$ cat src/rtl/vec_reader_pkg.sv
// Shared types and defaults for the vector stream reader.
// Holds the burst FSM state encoding and the default output-buffer depth.
// Imported by the top and the output FIFO.
package vec_reader_pkg;

  typedef enum logic [1:0] {
    VRD_IDLE  = 2'd0,
    VRD_RUN   = 2'd1,
    VRD_DRAIN = 2'd2,
    VRD_DONE  = 2'd3
  } vrd_state_e;

  localparam int unsigned VRD_FIFO_DEPTH = 4;

endpackage

$ cat src/rtl/vec_sync_fifo.sv
// Synchronous FIFO used as the reader's output buffer.
// Latency: a pushed entry is visible at the head the cycle after the push.
// Backpressure: pushes when full and pops when empty are ignored; head reads 0 when empty.
module vec_sync_fifo
  import vec_reader_pkg::*;
#(
  parameter int WIDTH = 33,
  parameter int DEPTH = VRD_FIFO_DEPTH
) (
  input  logic                       clk,
  input  logic                       rst,
  input  logic                       push_i,
  input  logic [WIDTH-1:0]           push_data_i,
  input  logic                       pop_i,
  output logic [WIDTH-1:0]           pop_data_o,
  output logic                       empty_o,
  output logic [$clog2(DEPTH):0]     count_o
);

  localparam int PW = $clog2(DEPTH);
  localparam int CW = PW + 1;

  logic [WIDTH-1:0] mem_q [DEPTH];
  logic [PW-1:0]    wr_ptr_q;
  logic [PW-1:0]    rd_ptr_q;
  logic [CW-1:0]    count_q;
  logic             push_ok;
  logic             pop_ok;

  assign push_ok = push_i && (count_q != CW'(DEPTH));
  assign pop_ok  = pop_i && (count_q != '0);

  // Pointer and occupancy tracking; pointers wrap naturally (power-of-two depth).
  always_ff @(posedge clk) begin
    if (rst) begin
      wr_ptr_q <= '0;
      rd_ptr_q <= '0;
      count_q  <= '0;
    end else begin
      if (push_ok) wr_ptr_q <= wr_ptr_q + 1'b1;
      if (pop_ok)  rd_ptr_q <= rd_ptr_q + 1'b1;
      case ({push_ok, pop_ok})
        2'b10:   count_q <= count_q + 1'b1;
        2'b01:   count_q <= count_q - 1'b1;
        default: count_q <= count_q;
      endcase
    end
  end

  // Storage array; contents need no reset because the head is masked when empty.
  always_ff @(posedge clk) begin
    if (push_ok) mem_q[wr_ptr_q] <= push_data_i;
  end

  assign empty_o    = (count_q == '0);
  assign count_o    = count_q;
  assign pop_data_o = empty_o ? '0 : mem_q[rd_ptr_q];

endmodule

$ cat src/rtl/vec_stream_reader.sv
// Streams a burst of len words from a 1-cycle-latency bROM, starting at base_addr, to a valid/ready port.
// Latency: first read issued the cycle after start; one word per cycle sustained while m_ready is high.
// Backpressure: reads are throttled so FIFO occupancy plus the in-flight read never exceeds FIFO_DEPTH.
// Optional: define VEC_STREAM_READER_PERF_EN to add the stall_cnt output (blocked RUN cycles).
`ifndef CFG_IMG_VEC_NUM
`define CFG_IMG_VEC_NUM 64
`endif
`ifndef CFG_VEC_WIDTH
`define CFG_VEC_WIDTH 32
`endif

module vec_stream_reader
  import vec_reader_pkg::*;
#(
  parameter int ROM_DEPTH  = `CFG_IMG_VEC_NUM,
  parameter int DATA_WIDTH = `CFG_VEC_WIDTH,
  parameter int ADDR_WIDTH = $clog2(ROM_DEPTH),
  parameter int FIFO_DEPTH = VRD_FIFO_DEPTH
) (
  input  logic                  clk,
  input  logic                  rst,
  input  logic                  start,
  input  logic [ADDR_WIDTH-1:0] base_addr,
  input  logic [ADDR_WIDTH:0]   len,
  output logic                  busy,
  output logic                  done,
  output logic                  arvalid,
  output logic [ADDR_WIDTH-1:0] araddr,
  output logic                  rready,
  input  logic                  rvalid,
  input  logic [DATA_WIDTH-1:0] rdata,
  output logic                  m_valid,
  input  logic                  m_ready,
  output logic [DATA_WIDTH-1:0] m_data,
  output logic                  m_last
`ifdef VEC_STREAM_READER_PERF_EN
  ,
  output logic [31:0]           stall_cnt
`endif
);

  localparam int CW = $clog2(FIFO_DEPTH) + 1;

  vrd_state_e            state_q;
  logic                  busy_q;
  logic                  done_q;
  logic                  arvalid_q;
  logic                  inflight_q;
  logic [ADDR_WIDTH-1:0] araddr_q;
  logic [ADDR_WIDTH:0]   rd_left_q;
  logic [ADDR_WIDTH:0]   rx_left_q;

  logic [CW-1:0]         fifo_count;
  logic                  fifo_empty;
  logic [DATA_WIDTH:0]   fifo_head;

  logic                  issue;
  logic                  last_issue;
  logic                  push;
  logic                  pop;
  logic                  start_ok;
  logic                  run_d;
  logic [CW:0]           occ_d;
  logic                  arvalid_d;
  logic [ADDR_WIDTH-1:0] araddr_inc;

  // Next-cycle read permission: arvalid is registered, so it is decided from the
  // occupancy (FIFO count + in-flight read) that the next cycle will see.
  always_comb begin
    issue      = arvalid_q;
    last_issue = issue && (rd_left_q == (ADDR_WIDTH+1)'(1));
    push       = rvalid && ((state_q == VRD_RUN) || (state_q == VRD_DRAIN));
    pop        = !fifo_empty && m_ready;
    start_ok   = (state_q == VRD_IDLE) && start;
    run_d      = (start_ok && (len != '0)) || ((state_q == VRD_RUN) && !last_issue);
    occ_d      = (CW+1)'(fifo_count) + (CW+1)'(push) - (CW+1)'(pop) + (CW+1)'(issue);
    arvalid_d  = run_d && (occ_d < (CW+1)'(FIFO_DEPTH));
    araddr_inc = (araddr_q == ADDR_WIDTH'(ROM_DEPTH - 1)) ? '0 : araddr_q + 1'b1;
  end

  // Burst FSM with registered handshake and status outputs.
  always_ff @(posedge clk) begin
    if (rst) begin
      state_q    <= VRD_IDLE;
      busy_q     <= 1'b0;
      done_q     <= 1'b0;
      arvalid_q  <= 1'b0;
      inflight_q <= 1'b0;
      araddr_q   <= '0;
      rd_left_q  <= '0;
      rx_left_q  <= '0;
    end else begin
      arvalid_q  <= arvalid_d;
      inflight_q <= issue;
      done_q     <= 1'b0;
      if (push) rx_left_q <= rx_left_q - 1'b1;
      case (state_q)
        VRD_IDLE: begin
          if (start) begin
            araddr_q  <= base_addr;
            rd_left_q <= len;
            rx_left_q <= len;
            busy_q    <= 1'b1;
            if (len == '0) begin
              state_q <= VRD_DONE;
              done_q  <= 1'b1;
            end else begin
              state_q <= VRD_RUN;
            end
          end
        end
        VRD_RUN: begin
          if (issue) begin
            araddr_q  <= araddr_inc;
            rd_left_q <= rd_left_q - 1'b1;
            if (last_issue) state_q <= VRD_DRAIN;
          end
        end
        VRD_DRAIN: begin
          // No in-flight read means no push can arrive, so empty here is final.
          if (fifo_empty && !inflight_q) begin
            state_q <= VRD_DONE;
            done_q  <= 1'b1;
          end
        end
        VRD_DONE: begin
          state_q <= VRD_IDLE;
          busy_q  <= 1'b0;
        end
        default: state_q <= VRD_IDLE;
      endcase
    end
  end

  vec_sync_fifo #(
    .WIDTH (DATA_WIDTH + 1),
    .DEPTH (FIFO_DEPTH)
  ) u_fifo (
    .clk         (clk),
    .rst         (rst),
    .push_i      (push),
    .push_data_i ({(rx_left_q == (ADDR_WIDTH+1)'(1)), rdata}),
    .pop_i       (pop),
    .pop_data_o  (fifo_head),
    .empty_o     (fifo_empty),
    .count_o     (fifo_count)
  );

  assign busy    = busy_q;
  assign done    = done_q;
  assign arvalid = arvalid_q;
  assign rready  = arvalid_q;
  assign araddr  = araddr_q;
  assign m_valid = !fifo_empty;
  assign m_data  = fifo_head[DATA_WIDTH-1:0];
  assign m_last  = fifo_head[DATA_WIDTH];

`ifdef VEC_STREAM_READER_PERF_EN
  logic [31:0] stall_cnt_q;

  // Count RUN cycles where the read was held back by buffer occupancy; saturating.
  always_ff @(posedge clk) begin
    if (rst) begin
      stall_cnt_q <= '0;
    end else if (start_ok) begin
      stall_cnt_q <= '0;
    end else if ((state_q == VRD_RUN) && !arvalid_q && (stall_cnt_q != '1)) begin
      stall_cnt_q <= stall_cnt_q + 1'b1;
    end
  end

  assign stall_cnt = stall_cnt_q;
`endif

endmodule

$ cat config.mk
export PLATFORM = sky130hd
export DESIGN_NAME = vec_stream_reader
export DESIGN_NICKNAME = d
export VERILOG_FILES = /design/src/rtl/vec_reader_pkg.sv /design/src/rtl/vec_sync_fifo.sv /design/src/rtl/vec_stream_reader.sv
export SDC_FILE = /design/constraint.sdc
export NUM_CORES = 1
export LEC_CHECK = 0
export CAP_MARGIN = 25
export CELL_PAD_IN_SITES_DETAIL_PLACEMENT = 1
export CELL_PAD_IN_SITES_GLOBAL_PLACEMENT = 1
export CORE_MARGIN = 1.5
export CORE_UTILIZATION = 46
export DETAILED_ROUTE_END_ITERATION = 10
export PLACE_DENSITY = 0.9
export SYNTH_ARGS = -nofsm -noshare
export SYNTH_HDL_FRONTEND = slang
export SYNTH_SLANG_ARGS = --single-unit
export TNS_END_PERCENT = 50
$ cat constraint.sdc
create_clock -name clk -period 3.2 [get_ports clk]
set_clock_uncertainty 0.05 [all_clocks]
set_input_delay 0.8 -clock clk [delete_from_list [all_inputs] [get_ports clk]]
set_output_delay 0.8 -clock clk [all_outputs]
set_load 0.02 [all_outputs]
==> results.md, run 1 <==
- Yosys printed 0 warnings.
- Derived from the worst setup path, the maximum achievable clock frequency is 320 MHz.
- The clock latency at the later pin of the worst-skew pair is 420 ps.
- In the final routed layout, each cell accounts on average for 20.7 um.
- Buffers placed on the I/O ports in this run total 93.
- Routed signal wires occupy layers up through met4.
- The cell type contributing the most total cell area after synthesis is sky130_fd_sc_hd__edfxtp_1.
- The max-slew violation total from the final report is 0.
- For the pin with the worst max-slew slack, the measured transition is 782 ps.
- Counting every sink on the clock net gives 167.
- The worst setup path is launched from a flop.
- The maximum fanout count along the critical path is 15.
- The number of failing hold endpoints at the final stage was 0.
- Ranked by total cell area, the synthesized netlist is headed by sky130_fd_sc_hd__edfxtp_1 57%, sky130_fd_sc_hd__mux4_2 11%, sky130_fd_sc_hd__dfxtp_1 10%, sky130_fd_sc_hd__and2_1 3.4%, sky130_fd_sc_hd__ha_1 3.0%.
- The net count of the finished layout is 628.
- The setup check on the worst reg-to-reg path leaves a slack of 700 ps.
- Leaving out fill and tap cells, the most frequent cell in the layout is sky130_fd_sc_hd__edfxtp_1.
- Power spread over the standard cell area amounts to 842 nW/um2.
- Entering global routing, the biggest net connects 34 pins.
- The worst register-to-register path begins at u_fifo.count_o[2].
- Of the total power, registers draw 37.9%.
- STA puts the critical path data required time at 2350 ps.
- Counting instances, the worst hold path has a depth of 2.
- After layout, the worst path uses 97.7% of the clock period.
- The critical path's top delay family is buffers and inverters.
- The critical path data arrival time is 2280 ps.
- The number of cells on the worst reg-to-reg path is 10.
- 94 I/O pins were placed.
- Using the TritonRoute via totals, the vias-per-cell ratio works out to 5.58.
- The worst min-delay path category is flop to flop.
- The number of DRC markers in iteration 0 is 267.
- The worst-case IR drop observed on VDD is 0.425 mV.
- The total length of routed met3 wires is 570 um.
- Net switching is 32.0% of the power.
- The cell at the slowest stage of the critical path is sky130_fd_sc_hd__clkdlybuf4s50_1.
- In the synthesized netlist the async set-or-reset flop fraction comes to 0%.
- The length of routed wiring on met1 is 6.76 mm.
- The worst setup path is captured at an output port.
- The number of endpoints failing setup at the final stage is 0.
- The internal power consumption is 0.00510 W.
- The global router's overall resource usage is 20.8%.
- Counting flops with a built-in enable in the synthesized netlist gives 132.
- In this run the remaining antenna-violating nets after routing total 0.
- The die outline width is 126 um.
- The most used flip-flop cell after synthesis is sky130_fd_sc_hd__edfxtp_1.
- The post-synthesis instance total is 456.
- The post-place setup slack is 356 ps.
- In this run the critical register-to-register path is captured at u_fifo.count_o[2].
- The share of power burned in the clock network is 27.6%.
- The buffer depth of the longest clock path is 2.
- The number of standard-cell rows in the floorplan is 44.
- The area of the mapped netlist is 7000 um2.
- The final HPWL from detailed placement is 10.5 mm.
- Clock-pin slew was measured on the worst setup and hold paths at 70 ps.
- The final global-route overflow total is 0.
- The setup TNS is 0 ps.
- The number of different library cells in the post-synthesis netlist is 46.
- The power after layout is 0.00750 W.
- The iteration count of the initial detailed-routing pass is 4.
- The clock tree from TritonCTS is done.
- Setup repair after global routing left no endpoint under its margin.
- The cell chosen for the clock root is sky130_fd_sc_hd__clkbuf_16.
- In this design, the stage delay of the slowest critical-path cell is 540 ps.
- The initial standard-cell utilization of the core is 47.6%.
- The number of max-capacitance violations reported is 0.
- Setup slack on the critical path of the routed design comes to 73.4 ps.
- The post-route minimum period is 3130 ps.
- The portion of synthesized cell area occupied by the leading cell type is 56.6%.
- The first-pass GRT wire length is 25.3 mm.
- Routability-driven placement finished with a final weighted congestion of 0.752.
- In this run the most critical hold path is launched from rd_left_q[1].
- The count of state elements after synthesis is 167.
- The routed via count is 4,227.
- Traced cell by cell, the critical path runs through buf_12 > mux4_2 > and2_1 > clkdlybuf4s50_1.
- The switching power is 0.00240 W.
- The post-route netlist has 14.7% of its cells at a drive strength greater than 1.
- The worst hold path terminates at rd_left_q[1].
- The critical path class is flop to output port.
- The count of buffering cells on the critical path with inverters included is 2.
- The number of buffers inserted for hold repair after clock tree synthesis is 0.
- In the detailed route, the total length drawn on met2 is 8.13 mm.
- The number of antenna violations at the first check in global routing came to 0.
- For this design the static power due to leakage is 3.14 nW.
- The routed wire length is 15.7 mm.
- The TritonCTS buffer count is 17.
- A synthesized cell averages 15.3 um2.
- The via count of the first global-routing pass is 4,594.
- The number of H-tree levels is 4.
- The count of inserted antenna diode cells is 0.
- The area growth from synthesis to layout is 27.2%.
- The proportion of synthesized chip area in sequential cells is 66.6%.
- Measured along the y axis, the die boundary spans 126 um.
- The worst relative slew slack is 47.9%.
- The combinational fraction of design power is 34.5%.
- The die covers 16,000 um2.
- The top cell types in the final layout, fill and taps aside, are 132 x sky130_fd_sc_hd__edfxtp_1, 82 x sky130_fd_sc_hd__clkdlybuf4s50_1, 34 x sky130_fd_sc_hd__and2_1.
- Synthesis produced a netlist with a net count of 524.
- The placeable core region is 14,700 um2.
- In the routed design, unresolved DRC markers number 0.
- The flow ran to the end, and the final reports show no timing, DRC or antenna violations.
-- metal layers --
metal | GRT usage (%) | vias to the layer above
met3 | 4.93 | 20
met1 | 25.8 | 2149
met5 | 0 | -
met2 | 36.1 | 113
met4 | 7.23 | 0
li1 | - | 1945
-- synth_stat cells, types with 2 or more instances --
library cell / n
sky130_fd_sc_hd__edfxtp_1: 132
sky130_fd_sc_hd__and2_1: 38
sky130_fd_sc_hd__dfxtp_1: 35
sky130_fd_sc_hd__mux4_2: 33
sky130_fd_sc_hd__nor2_1: 28
sky130_fd_sc_hd__a21oi_1: 19
sky130_fd_sc_hd__inv_1: 19
sky130_fd_sc_hd__clkbuf_1: 17
sky130_fd_sc_hd__ha_1: 17
sky130_fd_sc_hd__nand2_1: 17
sky130_fd_sc_hd__a211oi_1: 12
sky130_fd_sc_hd__o21ai_0: 11
sky130_fd_sc_hd__nand3_1: 7
sky130_fd_sc_hd__xnor2_1: 7
sky130_fd_sc_hd__xor2_1: 7
sky130_fd_sc_hd__nor2b_1: 6
sky130_fd_sc_hd__mux2i_1: 5
sky130_fd_sc_hd__nor3_1: 5
sky130_fd_sc_hd__buf_2: 3
sky130_fd_sc_hd__o32ai_1: 3
sky130_fd_sc_hd__or3_1: 3
sky130_fd_sc_hd__and4_1: 2
sky130_fd_sc_hd__nor4_1: 2
sky130_fd_sc_hd__o211ai_1: 2
sky130_fd_sc_hd__o22ai_1: 2
sky130_fd_sc_hd__o2bb2ai_1: 2
sky130_fd_sc_hd__o31ai_1: 2
sky130_fd_sc_hd__or4_1: 2
-- stage by stage --
step           cell area (um2)  std cells  hold slack, ps  util, %
2_1_floorplan             7000        456             404        -
3_3_place_gp              8270        725             424     56.3
6_report                  8900        757             454     60.6
5_1_grt                   8900        757             499     60.6
3_5_place_dp              8270        725             446     56.3
4_1_cts                   8880        757             455     60.4
-- cells by family after synthesis --
kind of cell	count (synthesis)	synth area share, %
buffers and inverters	41	2.31
adder cells (fa/ha/maj)	18	3.32
flip-flops	167	66.6
AND/OR/NAND/NOR	117	9.03
XOR/XNOR	14	1.75
multiplexers	38	11.3
AO/OA/AOI/OAI	61	5.61
-- worst max-delay path by stage --
| stage | endpoint | depth (start not counted) | slack (ps) | start |
|---|---|---|---|---|
| 4_1_cts | m_data[20] | 4 | 0.004 | flop |
| 3_5_place_dp | u_fifo.count_o[2] | 9 | 360 | m_ready |
| 2_1_floorplan | u_fifo.mem_q[1][0] | 3 | 510 | rvalid |
| 3_3_place_gp | u_fifo.count_o[2] | 9 | 410 | m_ready |
| 6_report | m_data[15] | 4 | 70 | flop |
| 5_1_grt | m_data[15] | 4 | 3 | flop |
-- power by group through the flow --
stage          clock [W]  combinational, W  sequential (W)
2_1_floorplan          0           0.00161         0.00284
3_3_place_gp           0           0.00251         0.00285
3_5_place_dp           0           0.00261         0.00288
4_1_cts          0.00212           0.00264         0.00284
5_1_grt          0.00219           0.00281         0.00288
6_report         0.00207           0.00259         0.00284
-- worst register-to-register path, delay by kind of cell, from the launching register on --
| kind | cells | cell delay, ps |
|---|---|---|
| xor+xnor | 1 | 160 |
| fa+ha+maj | 2 | 560 |
| flops | 1 | 420 |
| compound gates | 1 | 180 |
| simple gates | 3 | 650 |
| buf+inv | 3 | 400 |
-- state kept, by name (all words and copies together) (netlist names), named ones only --
name	flops
u_fifo.mem_q	132
rd_left_q	7
rx_left_q	7
araddr	6
u_fifo.count_o	3
state_q	2
u_fifo.rd_ptr_q	2
u_fifo.wr_ptr_q	2
arvalid	1
busy	1
done	1
inflight_q	1
-- cell type report --
type	instances	area (um2)
repair buffers	107	1150
inverters	19	71.3
fillers	1354	5800
clock inverters	14	174
multi-input cells	248	2180
well taps	184	230
flip-flops and latches	167	4670
clock buffers	18	429
-- repair_timing --
action,in CTS,in global routing
gates cloned,0,0
resized for setup,1,11
endpoints found under the setup margin,28,11
setup buffers,0,0
Power figures use the tool's default switching activity.
==> run 2: changes to the inputs <==
--- a/config.mk
+++ b/config.mk
@@ -8,11 +8,12 @@
 export CAP_MARGIN = 25
 export CELL_PAD_IN_SITES_DETAIL_PLACEMENT = 1
 export CELL_PAD_IN_SITES_GLOBAL_PLACEMENT = 1
-export CORE_MARGIN = 1.5
 export CORE_UTILIZATION = 46
+export CTS_CLUSTER_DIAMETER = 80
 export DETAILED_ROUTE_END_ITERATION = 10
-export PLACE_DENSITY = 0.9
+export PLACE_DENSITY = 0.89
 export SYNTH_ARGS = -nofsm -noshare
 export SYNTH_HDL_FRONTEND = slang
+export SYNTH_HIERARCHICAL = 1
 export SYNTH_SLANG_ARGS = --single-unit
 export TNS_END_PERCENT = 50
==> run 2 against run 1 <==
Net effect: wire length increased by 5.7%; total power is 4.4% lower; cell count rose by 5.3%; first-iteration DRC count fell by 13%; hold slack better by 9.7 ps; largest power group unchanged; highest routed layer is now met5.
==> results.md, run 2 <==
- Run status: complete, no violations (unchanged).
- The fraction of met1 tracks used by global routing is 25.6% (was 25.8%).
- The number of max-capacitance violations reported is 0 (unchanged).
- The area growth from synthesis to layout is 24.8% (was 27.2%).
- The most common cell in the synthesized netlist was sky130_fd_sc_hd__edfxtp_1 (unchanged).
- The met3 layer usage reported by global route is 5.84% (was 4.93%).
- The routed wire length is 16.6 mm (was 15.7 mm).
- The combined area of the multi-input logic cells is 2340 um2 (was 2180 um2).
- The count of state elements after synthesis is 167 (unchanged).
- The die outline width is 128 um (was 126 um).
- The share of flip-flops with an asynchronous set or reset is 0% (unchanged).
- The post-route minimum period is 3150 ps (was 3130 ps).
- The first-pass GRT wire length was 25.6 mm (was 25.3 mm).
- The leakage component of the power is 3.16 nW (was 3.14 nW).
- Cell types with the highest counts after synthesis: 132 x sky130_fd_sc_hd__edfxtp_1, 35 x sky130_fd_sc_hd__dfxtp_1, 33 x sky130_fd_sc_hd__mux4_2, 32 x sky130_fd_sc_hd__nor2_1, 23 x sky130_fd_sc_hd__inv_1 (was 132 x sky130_fd_sc_hd__edfxtp_1, 38 x sky130_fd_sc_hd__and2_1, 35 x sky130_fd_sc_hd__dfxtp_1, 33 x sky130_fd_sc_hd__mux4_2, 28 x sky130_fd_sc_hd__nor2_1).
- The total power density per cell area is 789 nW/um2 (was 842 nW/um2).
- The number of clock sinks is 167 (unchanged).
- The element type at the critical path start is a flop (unchanged).
- The via count of the first global-routing pass came to 4,613 (was 4,594).
- The sequential cell area is 4670 um2 (about the same).
- The clock tree from TritonCTS is done (unchanged).
- The final critical-path share of the clock period is 98.4% (was 97.7%).
- The cell area after placement was 8480 um2 (was 8270 um2).
- The number of H-tree levels is 4 (unchanged).
- The critical path class is flop to output port (unchanged).
- Commonest cells after routing, fill and taps aside: 132 x sky130_fd_sc_hd__edfxtp_1, 80 x sky130_fd_sc_hd__clkdlybuf4s50_1, 33 x sky130_fd_sc_hd__dfxtp_1, 33 x sky130_fd_sc_hd__mux4_2, 32 x sky130_fd_sc_hd__nor2_1 (was 132 x sky130_fd_sc_hd__edfxtp_1, 82 x sky130_fd_sc_hd__clkdlybuf4s50_1, 34 x sky130_fd_sc_hd__and2_1).
- The capturing element type of the critical path is an output port (unchanged).
- The worst endpoint required time is 2350 ps (about the same).
- The area of the mapped netlist came to 7270 um2 (was 7000 um2).
- Registers with the highest flip-flop counts: u_fifo/mem_q x132, rd_left_q x7, rx_left_q x7 (was u_fifo.mem_q x132, rd_left_q x7, rx_left_q x7).
- The finished layout cell area is 9080 um2 (was 8900 um2).
- The layout filler cell count is 1,449 (was 1,354).
- The largest register by flop count is u_fifo/mem_q (was u_fifo.mem_q).
- The worst relative slew slack is 50.2% (was 47.9%).
- The via density per instance was 5.41 (was 5.58).
- The cell type contributing the most total cell area after synthesis is sky130_fd_sc_hd__edfxtp_1 (unchanged).
- The max-slew violation total from the final report was 0 (unchanged).
- The total of warnings raised by yosys is 6 (was 0).
- The leading cell type in the layout, fill and taps excluded was sky130_fd_sc_hd__edfxtp_1 (unchanged).
- The final global-route overflow total came to 0 (unchanged).
- The number of nets at the end of the flow was 641 (was 628).
- The register clock-pin slew on the reported worst setup and hold paths is 70 ps (about the same).
- The met2 usage is 37.7% (was 36.1%).
- The number of top-level design ports was 94 (unchanged).
- The number of failing hold endpoints at the final stage is 0 (unchanged).
- The filler-free cell count of the finished design was 797 (was 757).
- The post-detailed-route wirelength per cell is 20.8 um (was 20.7 um).
- The flip-flop count of the largest register, all copies and words added is 132 (unchanged).
- The number of DRC markers in iteration 0 is 231 (was 267).
- The routed via count is 4,315 (was 4,227).
- The cell chosen for the clock root is sky130_fd_sc_hd__clkbuf_16 (unchanged).
- The number of antenna violations at the first check in global routing is 2 (was 0).
- The post-synthesis instance total is 470 (was 456).
- The initial standard-cell utilization of the core is 47.5% (was 47.6%).
- The number of different library cells in the post-synthesis netlist is 59 (was 46).
- The maximum fanout count along the critical path is 17 (was 15).
- The detailed-route DRC error count is 0 (unchanged).
- The maximum achievable frequency is 318 MHz (was 320 MHz).
- Leading post-synthesis cells by cell area: sky130_fd_sc_hd__edfxtp_1 54%, sky130_fd_sc_hd__mux4_2 10%, sky130_fd_sc_hd__dfxtp_1 9.6%, sky130_fd_sc_hd__ha_1 2.9%, sky130_fd_sc_hd__nor2b_4 2.5% (was sky130_fd_sc_hd__edfxtp_1 57%, sky130_fd_sc_hd__mux4_2 11%, sky130_fd_sc_hd__dfxtp_1 10%, sky130_fd_sc_hd__and2_1 3.4%, sky130_fd_sc_hd__ha_1 3.0%).
- The post-synthesis net count came to 538 (was 524).
- The number of flops mapped to enable cells by yosys is 132 (unchanged).
- The vertical extent of the die was 128 um (was 126 um).
- The cell count after placement is 764 (was 725).
- The TritonCTS buffer count is 17 (unchanged).
- The pin slew with the least headroom to its limit is 744 ps (was 782 ps).
- The proportion of synthesized chip area in sequential cells was 64.1% (was 66.6%).
- The number of I/O port buffers is 93 (unchanged).
- The clock latency at the later pin of the worst-skew pair is 430 ps (was 420 ps).
- The global router's overall resource usage came to 21.3% (was 20.8%).
- The iteration count of the initial detailed-routing pass came to 4 (unchanged).
- The post-route antenna net violation count was 0 (unchanged).
- The worst min-delay path category is flop to flop (unchanged).
- The worst supply voltage drop on vdd is 0.481 mV (was 0.425 mV).
- The critical path data arrival time is 2300 ps (was 2280 ps).
- The die outline area came to 16,300 um2 (was 16,000 um2).
- The pin count of the biggest net entering global routing is 35 (was 34).
- The portion of synthesized cell area occupied by the leading cell type is 54.5% (was 56.6%).
- The last weighted congestion value of the routability-driven placer is 0.814 (was 0.752).
- The number of standard-cell rows in the floorplan was 45 (was 44).
- The global-route layer with the greatest usage is met2 (unchanged).
- The fraction of layout cells with a size suffix above 1 is 17.6% (was 14.7%).
- The number of endpoints failing setup at the final stage is 0 (unchanged).
- The buffer depth of the longest clock path came to 2 (unchanged).
- The mean post-synth cell area is 15.5 um2 (was 15.3 um2).
- The primary flip-flop cell chosen by synthesis mapping is sky130_fd_sc_hd__edfxtp_1 (unchanged).
- The tightest hold margin came to 464 ps (was 454 ps).
- The final HPWL from detailed placement was 10.7 mm (was 10.5 mm).
- The placeable core region is 15,300 um2 (was 14,700 um2).
run 2: cell types whose count changed after synthesis, sizes merged, moves of 4 or more:
cell    before  now
nor2        28   32
nand2b       1    5
and2        38    4
clkbuf      17    8
inv         19   23
buf          5   14
nor2b        6   33
run 2: routing by layer:
layer | routed length (um) | share of wire (%)
met2 | 8750 | 53
met1 | 6890 | 42
met4 | 119 | 0.72
met5 | 13 | 0.078
met3 | 800 | 4.8
run 2: area by class of cell:
cell class,count,area share [%]
inverter,24,0.992
sequential,167,51.4
clock inverter,14,1.54
multi-input combinational,256,25.8
clock buffer,17,4.69
antenna,1,0.0276
timing repair buffer,107,12.6
tap,211,2.91
run 2: report_power, final:
group | switching, W | total, W | leakage, nW | internal [W]
sequential | 0.000240 | 0.00294 | 1.48 | 0.00270
clock | 0.000880 | 0.00197 | 0.274 | 0.00109
combinational | 0.00124 | 0.00226 | 1.40 | 0.00102
total | 0.00236 | 0.00717 | 3.16 | 0.00480
run 2: what timing repair did:
action / CTS / global route
endpoints found under the setup margin: 7 / 24
pin swaps: 0 / 0
resized for setup: 7 / 6
buffers inserted: 0 / 0
gates cloned: 0 / 1
hold buffers: 0 / 0
endpoints found under the hold margin: 0 / 0
run 2: kinds of logic after synthesis:
logic type               synth area share [%]
XOR/XNOR                                 1.08
flip-flops                               64.1
AND/OR/NAND/NOR                          10.9
buffers and inverters                    3.80
multiplexers                             10.8
adder cells (fa/ha/maj)                  3.20
AO/OA/AOI/OAI                            6.12
run 2: critical path: stages (launching register included):
cell and delay [ps]:
sky130_fd_sc_hd__dfxtp_2 410, sky130_fd_sc_hd__buf_12 220, sky130_fd_sc_hd__mux4_2 530, sky130_fd_sc_hd__nor2b_1 150
sky130_fd_sc_hd__clkdlybuf4s50_1 550
run 2: path summary, 6_finish.rpt:
kind	startpoint	end	slack, ps	cells past startpoint
max	flop	m_data[3]	50	4
min	rd_left_q[1]	rd_left_q[1]	460	2
max reg2reg	state_q[0]	u_fifo/count_o[2]	500	13
min reg2reg	rd_left_q[1]	rd_left_q[1]	460	2
run 2: metrics by stage:
stage | setup TNS (ps) | util [%] | setup WS, ps | total power (W)
floorplan | 0 | - | 576 | 0.00442
global placement | 0 | 55.4 | 177 | 0.00510
detailed placement | 0 | 55.4 | 32.5 | 0.00526
CTS | 0 | 59.0 | 3.09 | 0.00724
global route | -71.8 | 59.3 | -16.0 | 0.00753
finish | 0 | 59.3 | 50.9 | 0.00717
